--- config.mk ---
export PLATFORM = sky130hd
export DESIGN_NAME = width_narrow_stream
export DESIGN_NICKNAME = d
export VERILOG_FILES = /design/src/rtl/width_narrow_stream.sv
export SDC_FILE = /design/constraint.sdc
export NUM_CORES = 1
export LEC_CHECK = 0
export CAP_MARGIN = 0
export CORE_ASPECT_RATIO = 1.2
export CORE_MARGIN = 2
export CORE_UTILIZATION = 40
export CTS_CLUSTER_SIZE = 20
export DETAILED_ROUTE_END_ITERATION = 12
export PLACE_DENSITY_LB_ADDON = 0.08
export SLEW_MARGIN = 15
export SYNTH_ARGS = -nofsm -noshare
export SYNTH_HDL_FRONTEND = slang
export SYNTH_SLANG_ARGS = --single-unit
--- constraint.sdc ---
create_clock -name clock -period 2.1 [get_ports clock]
set_input_delay 0.315 -clock clock [delete_from_list [all_inputs] [get_ports clock]]
set_output_delay 0.315 -clock clock [all_outputs]
set_load 0.005 [all_outputs]
--- src/rtl/width_narrow_stream.sv ---
// Narrowing stream converter: WORD_WIDTH_IN -> WORD_WIDTH_OUT words over
// ready/valid, with saturate-or-truncate overflow handling and a 2-entry skid.
//
// Ports:
//   clock, reset_n          clock, async active-low reset
//   input_valid/ready/data  upstream handshake (input_ready registered)
//   output_valid/ready/data downstream handshake (valid/data registered)
//   output_overflow         current output word lost significant bits
//   overflow_count          saturating count of overflowed words sent out
//   overflow_count_clear    synchronous counter clear
module width_narrow_stream #(
   parameter int WORD_WIDTH_IN  = 16,
   parameter int WORD_WIDTH_OUT = 8,
   parameter int SIGNED         = 0,
   parameter int SATURATE       = 1,
   parameter int COUNT_WIDTH    = 8
) (
   input  logic                      clock,
   input  logic                      reset_n,
   input  logic                      input_valid,
   output logic                      input_ready,
   input  logic [WORD_WIDTH_IN-1:0]  input_data,
   output logic                      output_valid,
   input  logic                      output_ready,
   output logic [WORD_WIDTH_OUT-1:0] output_data,
   output logic                      output_overflow,
   output logic [COUNT_WIDTH-1:0]    overflow_count,
   input  logic                      overflow_count_clear
);

   localparam int WI = WORD_WIDTH_IN;
   localparam int WO = WORD_WIDTH_OUT;
   localparam int CW = COUNT_WIDTH;

   typedef enum logic [1:0] {
      EMPTY,
      BUSY,
      FULL
   } state_t;

   state_t        r_state;
   logic [WO-1:0] r_main_data;
   logic          r_main_ovf;
   logic [WO-1:0] r_skid_data;
   logic          r_skid_ovf;
   logic          r_in_ready;
   logic          r_out_valid;
   logic [CW-1:0] r_count;

   logic          w_in_xfer;
   logic          w_out_xfer;
   logic          w_cnt_inc;
   logic          w_ovf;
   logic [WI-WO-1:0] w_hi_u;
   logic [WI-WO:0]   w_hi_s;
   logic [WO-1:0] w_sat;
   logic [WO-1:0] w_conv;

   assign w_in_xfer  = input_valid & r_in_ready;
   assign w_out_xfer = r_out_valid & output_ready;
   assign w_cnt_inc  = w_out_xfer & r_main_ovf;

   // Signed words fit only when the dropped bits and the new sign bit
   // are all copies of one value.
   always_comb begin
      w_hi_u = input_data[WI-1:WO];
      w_hi_s = input_data[WI-1:WO-1];
      if (SIGNED != 0) begin
         w_ovf = ~((&w_hi_s) | ~(|w_hi_s));
         w_sat = {input_data[WI-1], {(WO-1){~input_data[WI-1]}}};
      end else begin
         w_ovf = |w_hi_u;
         w_sat = '1;
      end
      if ((SATURATE != 0) && w_ovf) begin
         w_conv = w_sat;
      end else begin
         w_conv = input_data[WO-1:0];
      end
   end

   // Handshake outputs are registered from the next state so neither
   // ready nor valid has a combinational path through the block.
   always_ff @(posedge clock or negedge reset_n) begin
      if (!reset_n) begin
         r_state     <= EMPTY;
         r_main_data <= '0;
         r_main_ovf  <= 1'b0;
         r_skid_data <= '0;
         r_skid_ovf  <= 1'b0;
         r_in_ready  <= 1'b1;
         r_out_valid <= 1'b0;
      end else begin
         unique case (r_state)
            EMPTY: begin
               if (w_in_xfer) begin
                  r_main_data <= w_conv;
                  r_main_ovf  <= w_ovf;
                  r_state     <= BUSY;
                  r_in_ready  <= 1'b1;
                  r_out_valid <= 1'b1;
               end
            end
            BUSY: begin
               case ({w_in_xfer, w_out_xfer})
                  2'b10: begin
                     r_skid_data <= w_conv;
                     r_skid_ovf  <= w_ovf;
                     r_state     <= FULL;
                     r_in_ready  <= 1'b0;
                     r_out_valid <= 1'b1;
                  end
                  2'b01: begin
                     r_state     <= EMPTY;
                     r_in_ready  <= 1'b1;
                     r_out_valid <= 1'b0;
                  end
                  2'b11: begin
                     r_main_data <= w_conv;
                     r_main_ovf  <= w_ovf;
                  end
                  default: begin
                  end
               endcase
            end
            FULL: begin
               if (w_out_xfer) begin
                  r_main_data <= r_skid_data;
                  r_main_ovf  <= r_skid_ovf;
                  r_state     <= BUSY;
                  r_in_ready  <= 1'b1;
                  r_out_valid <= 1'b1;
               end
            end
            default: begin
               r_state     <= EMPTY;
               r_in_ready  <= 1'b1;
               r_out_valid <= 1'b0;
            end
         endcase
      end
   end

   // Clear wins, but an overflowed word leaving on the same edge still counts.
   always_ff @(posedge clock or negedge reset_n) begin
      if (!reset_n) begin
         r_count <= '0;
      end else if (overflow_count_clear) begin
         r_count <= w_cnt_inc ? CW'(1) : '0;
      end else if (w_cnt_inc && (r_count != '1)) begin
         r_count <= r_count + CW'(1);
      end
   end

   assign input_ready     = r_in_ready;
   assign output_valid    = r_out_valid;
   assign output_data     = r_main_data;
   assign output_overflow = r_main_ovf;
   assign overflow_count  = r_count;

endmodule
==> results.rst <==
.. list-table::
   :header-rows: 1

   * - Metric
     - Value
   * - Cell variety after synth
     - 39
   * - Post-synthesis instance area
     - 1500 µm²
   * - Max Fanout on Critical Path
     - 18
   * - Switching share of power
     - 32.8%
   * - Core occupancy in the finished layout
     - 56.2%
   * - Proportion of power drawn by flip-flops and latches
     - 41.3%
   * - Pre-antenna DRT Iters
     - 4
   * - Largest cells by area after synthesis
     - dfrtp_1 48%, o221ai_1 4.7%, o22a_1 4.7%, ha_1 3.3%, nor4_2 3.3%
   * - Worst-Skew Late Latency
     - 0.28 ns
   * - Final setup violating endpoints
     - 0
   * - Post-placement setup slack
     - 0.0500 ns
   * - Kind of launch point of the worst setup path
     - register
   * - Leak
     - 0.819 nW
   * - Clock Sink Count
     - 30
   * - Count of warnings emitted by yosys
     - 0
   * - Power per cell area
     - 1160 nW/µm²
   * - Post-Synthesis Net Count
     - 171
   * - Die area
     - 4260 µm²
   * - Clock tree from TritonCTS
     - yes
   * - Quantity of I/O buffers inserted on ports
     - 39
   * - Post-detailed-routing wire length
     - 3400 µm
   * - Floorplan Core Area
     - 3600 µm²
   * - Cts hold-fix bufs
     - 0
   * - Kind of critical path
     - reg -> reg
   * - Die Y-Extent
     - 71.1 µm
   * - Placed Instance Area
     - 1930 µm²
   * - Arrival time worst endpoint
     - 1.97 ns
   * - Weighted congestion reported at the end of routability-driven placement
     - 0.871
   * - Via density per instance
     - 5.60
   * - Antenna-violating nets left
     - 0
   * - Global-route wire length before repair
     - 5730 µm
   * - Critical-path cell list
     - nand2_1 -> inv_1 -> ha_1 -> nand3b_1 -> o211ai_2 -> o221ai_1 -> o21ai_1
   * - Cell with the largest stage delay on the worst path
     - dfstp_2
   * - Number of antenna violations at the first check in global routing
     - 0
   * - Fill cell total of the finished layout
     - 323
   * - Final count of pins violating max slew
     - 0
   * - Category of cells accounting for the largest share of critical-path delay
     - compound AO/OA/AOI/OAI gates
   * - Final critical-path setup slack
     - 0.323 ns
   * - DR vias
     - 1,287
   * - Combined global-route utilization of all metal layers
     - 17.7%
   * - Flip-flop and latch area
     - 752 µm²
   * - Most common flop cell mapped by yosys
     - dfrtp_1
   * - Leading post-synthesis cells by instance count
     - 29 x dfrtp_1, 13 x nor2_1, 12 x inv_1
   * - Metal2 WL
     - 1740 µm
   * - GRT overflow
     - 0
   * - Final worst clock skew
     - 0.00224 ns
   * - Top routing layer in use
     - met4
   * - Avg Inst Size Synth
     - 10.3 µm²
   * - Number of placement rows
     - 24
   * - Ports placed on the boundary
     - 40
   * - Combinational share of power
     - 38.1%
   * - Post-synthesis sequential area ratio
     - 50.1%
   * - Clock transition time at the flip-flop clock pins of the worst setup and hold paths
     - 0.06 ns
   * - Largest net degree at the start of global routing
     - 31
   * - Layout Nets
     - 215
   * - Setup Total Neg Slack
     - 0 ns
   * - Asr flop ratio synth
     - 100%
   * - Time the worst path needs with I/O delays and setup
     - 1.78 ns
   * - Maximum ir drop on the vdd rail
     - 0.000571 V
   * - Horizontal die dimension
     - 59.9 µm
   * - Fraction of layout cells with a size suffix above 1
     - 10.5%
   * - Cell area after layout
     - 2030 µm²
   * - Met3 WL post-DR
     - 177 µm
   * - EDFF count, synth
     - 0
   * - Most used standard cell by instance count after synthesis
     - dfrtp_1
   * - Total setup buffers inserted after CTS
     - 0
   * - N_diodes
     - 0
   * - Filler-free cell count of the finished design
     - 230
   * - Cell taking the most area after synthesis
     - dfrtp_1
   * - Htree depth
     - 2
   * - Estimated wirelength of the detail-placed design
     - 2390 µm
   * - Post-synthesis sequential element count
     - 30
   * - Share of the synthesized area in the top cell type
     - 48.3%
   * - Max Clk Rate
     - 563 MHz
   * - Data required time at the worst endpoint
     - 2.29 ns
   * - Post-Place Cells
     - 222
   * - Number of global-route vias before repair
     - 1,267
   * - Final-report hold violation count
     - 0
   * - Worst Path Buf+Inv
     - 1
   * - Reported max-cap violation count
     - 0
   * - Status
     - complete, no violations
   * - Unrepaired setup endpoints after global routing
     - false
   * - Transition at the pin with the smallest max-transition slack
     - 0.733 ns
   * - Element type at the critical path end
     - register
   * - Layout overhead on the synthesized area
     - 34.9%
   * - Number of buffers created by CTS
     - 5
   * - Multi-input logic area
     - 668 µm²
   * - Worst slew slack as a fraction of its limit
     - 51.0%
   * - Detailed-routing wirelength on met1
     - 1460 µm
   * - Gates resized, CTS repair
     - 0
   * - Period utilisation layout
     - 84.6%
   * - Switching power
     - 768 µW
   * - Clock group share of total power
     - 20.6%
   * - Synthesized netlist cell count
     - 146
   * - Routed WL per cell
     - 14.8 µm
   * - Root buffer selected by CTS
     - clkbuf_8
   * - Starting density of the core
     - 41.7%
   * - Critical Path Max Stage Delay
     - 0.56 ns
   * - Number of design rule violations left after detail routing
     - 0
   * - Class of the tightest hold or removal check
     - in -> async
   * - Design internal power
     - 1.57 mW
   * - Number of design-rule violations left by the first detailed-router iteration
     - 62
   * - Maximum buffer depth of the clock tree
     - 2
==> path summary, 6_finish.rpt <==
path	end	slack, ns	from	depth (start not counted)
setup / recovery	output_data[7]$_DFFE_PN0P_	0.32	input_ready$_DFFE_PN1P_	7
hold / removal	output_data[4]$_DFFE_PN0P_	0.42	reset_n	2
setup reg to reg	output_data[7]$_DFFE_PN0P_	0.32	input_ready$_DFFE_PN1P_	7
hold reg to reg	input_ready$_DFFE_PN1P_	0.49	input_ready$_DFFE_PN1P_	2
max in group asynchronous	input_ready$_DFFE_PN1P_	1.36	reset_n	2
min in group clock	input_ready$_DFFE_PN1P_	0.49	input_ready$_DFFE_PN1P_	2
==> cell type report <==
type                            instances  share of cell area (%)
Inverter                               12                    2.22
Sequential cell                        30                    37.1
Clock inverter                          1                   0.247
Multi-Input combinational cell         98                    33.0
Clock buffer                            7                    4.26
Timing Repair Buffer                   43                    20.8
Tap cell                               39                    2.41
==> flip-flops by register name, indices dropped and copies added (netlist names) <==
| register | flops |
|---|---|
| input_ready | 1 |
| output_data | 8 |
| output_overflow | 1 |
| output_valid | 1 |
| overflow_count | 8 |
| r_skid_data | 8 |
| r_skid_ovf | 1 |
| r_state | 2 |
==> kinds of logic (layout without fill, tap and decap cells) <==
group                      Yosys count  count (layout)  share of synthesized area, %
adders and majority gates            4               4                          3.33
xor gates and xnor gates             1               1                         0.583
AOI/OAI and AO/OA                   45              45                          20.9
muxes                                2               2                          1.33
buffers and inverters               18              63                          5.42
DFF                                 30              30                          50.1
and+or+nand+nor                     46              46                          18.3
==> layout by cell type (no fill, tap or decap), types with 6 or more instances in the layout <==
cell type	count
clkbuf_8	6
o22a_1	8
o21ai_1	8
dfrtp_1	29
nand2_1	8
clkdlybuf4s50_1	39
a21oi_1	6
o221ai_1	8
inv_1	12
nor2_1	13
==> metrics by stage <==
| stage | power [mW] | hold WS [ns] |
|---|---|---|
| after detailed placement | 1.87 | 0.476 |
| after global placement | 1.84 | 0.471 |
| final | 2.34 | 0.419 |
| after global routing | 2.51 | 0.460 |
| after CTS | 2.36 | 0.430 |
| after floorplan | 1.46 | 0.0194 |
==> metal layers <==
metal,up-vias,track usage (%)
met3,4,4.57
li1,622,-
met1,621,21.9
met5,-,0
met2,40,28.6
met4,0,7.65
==> power by group through the flow <==
| stage | logic, mW | registers [mW] | clock network [mW] |
|---|---|---|---|
| 2_1_floorplan | 0.516 | 0.949 | 0 |
| 3_3_place_gp | 0.873 | 0.966 | 0 |
| 3_5_place_dp | 0.896 | 0.979 | 0 |
| 4_1_cts | 0.903 | 0.968 | 0.492 |
| 5_1_grt | 0.986 | 1.00 | 0.519 |
| 6_report | 0.892 | 0.966 | 0.482 |
Note: power is estimated with default switching activity, not from simulation.
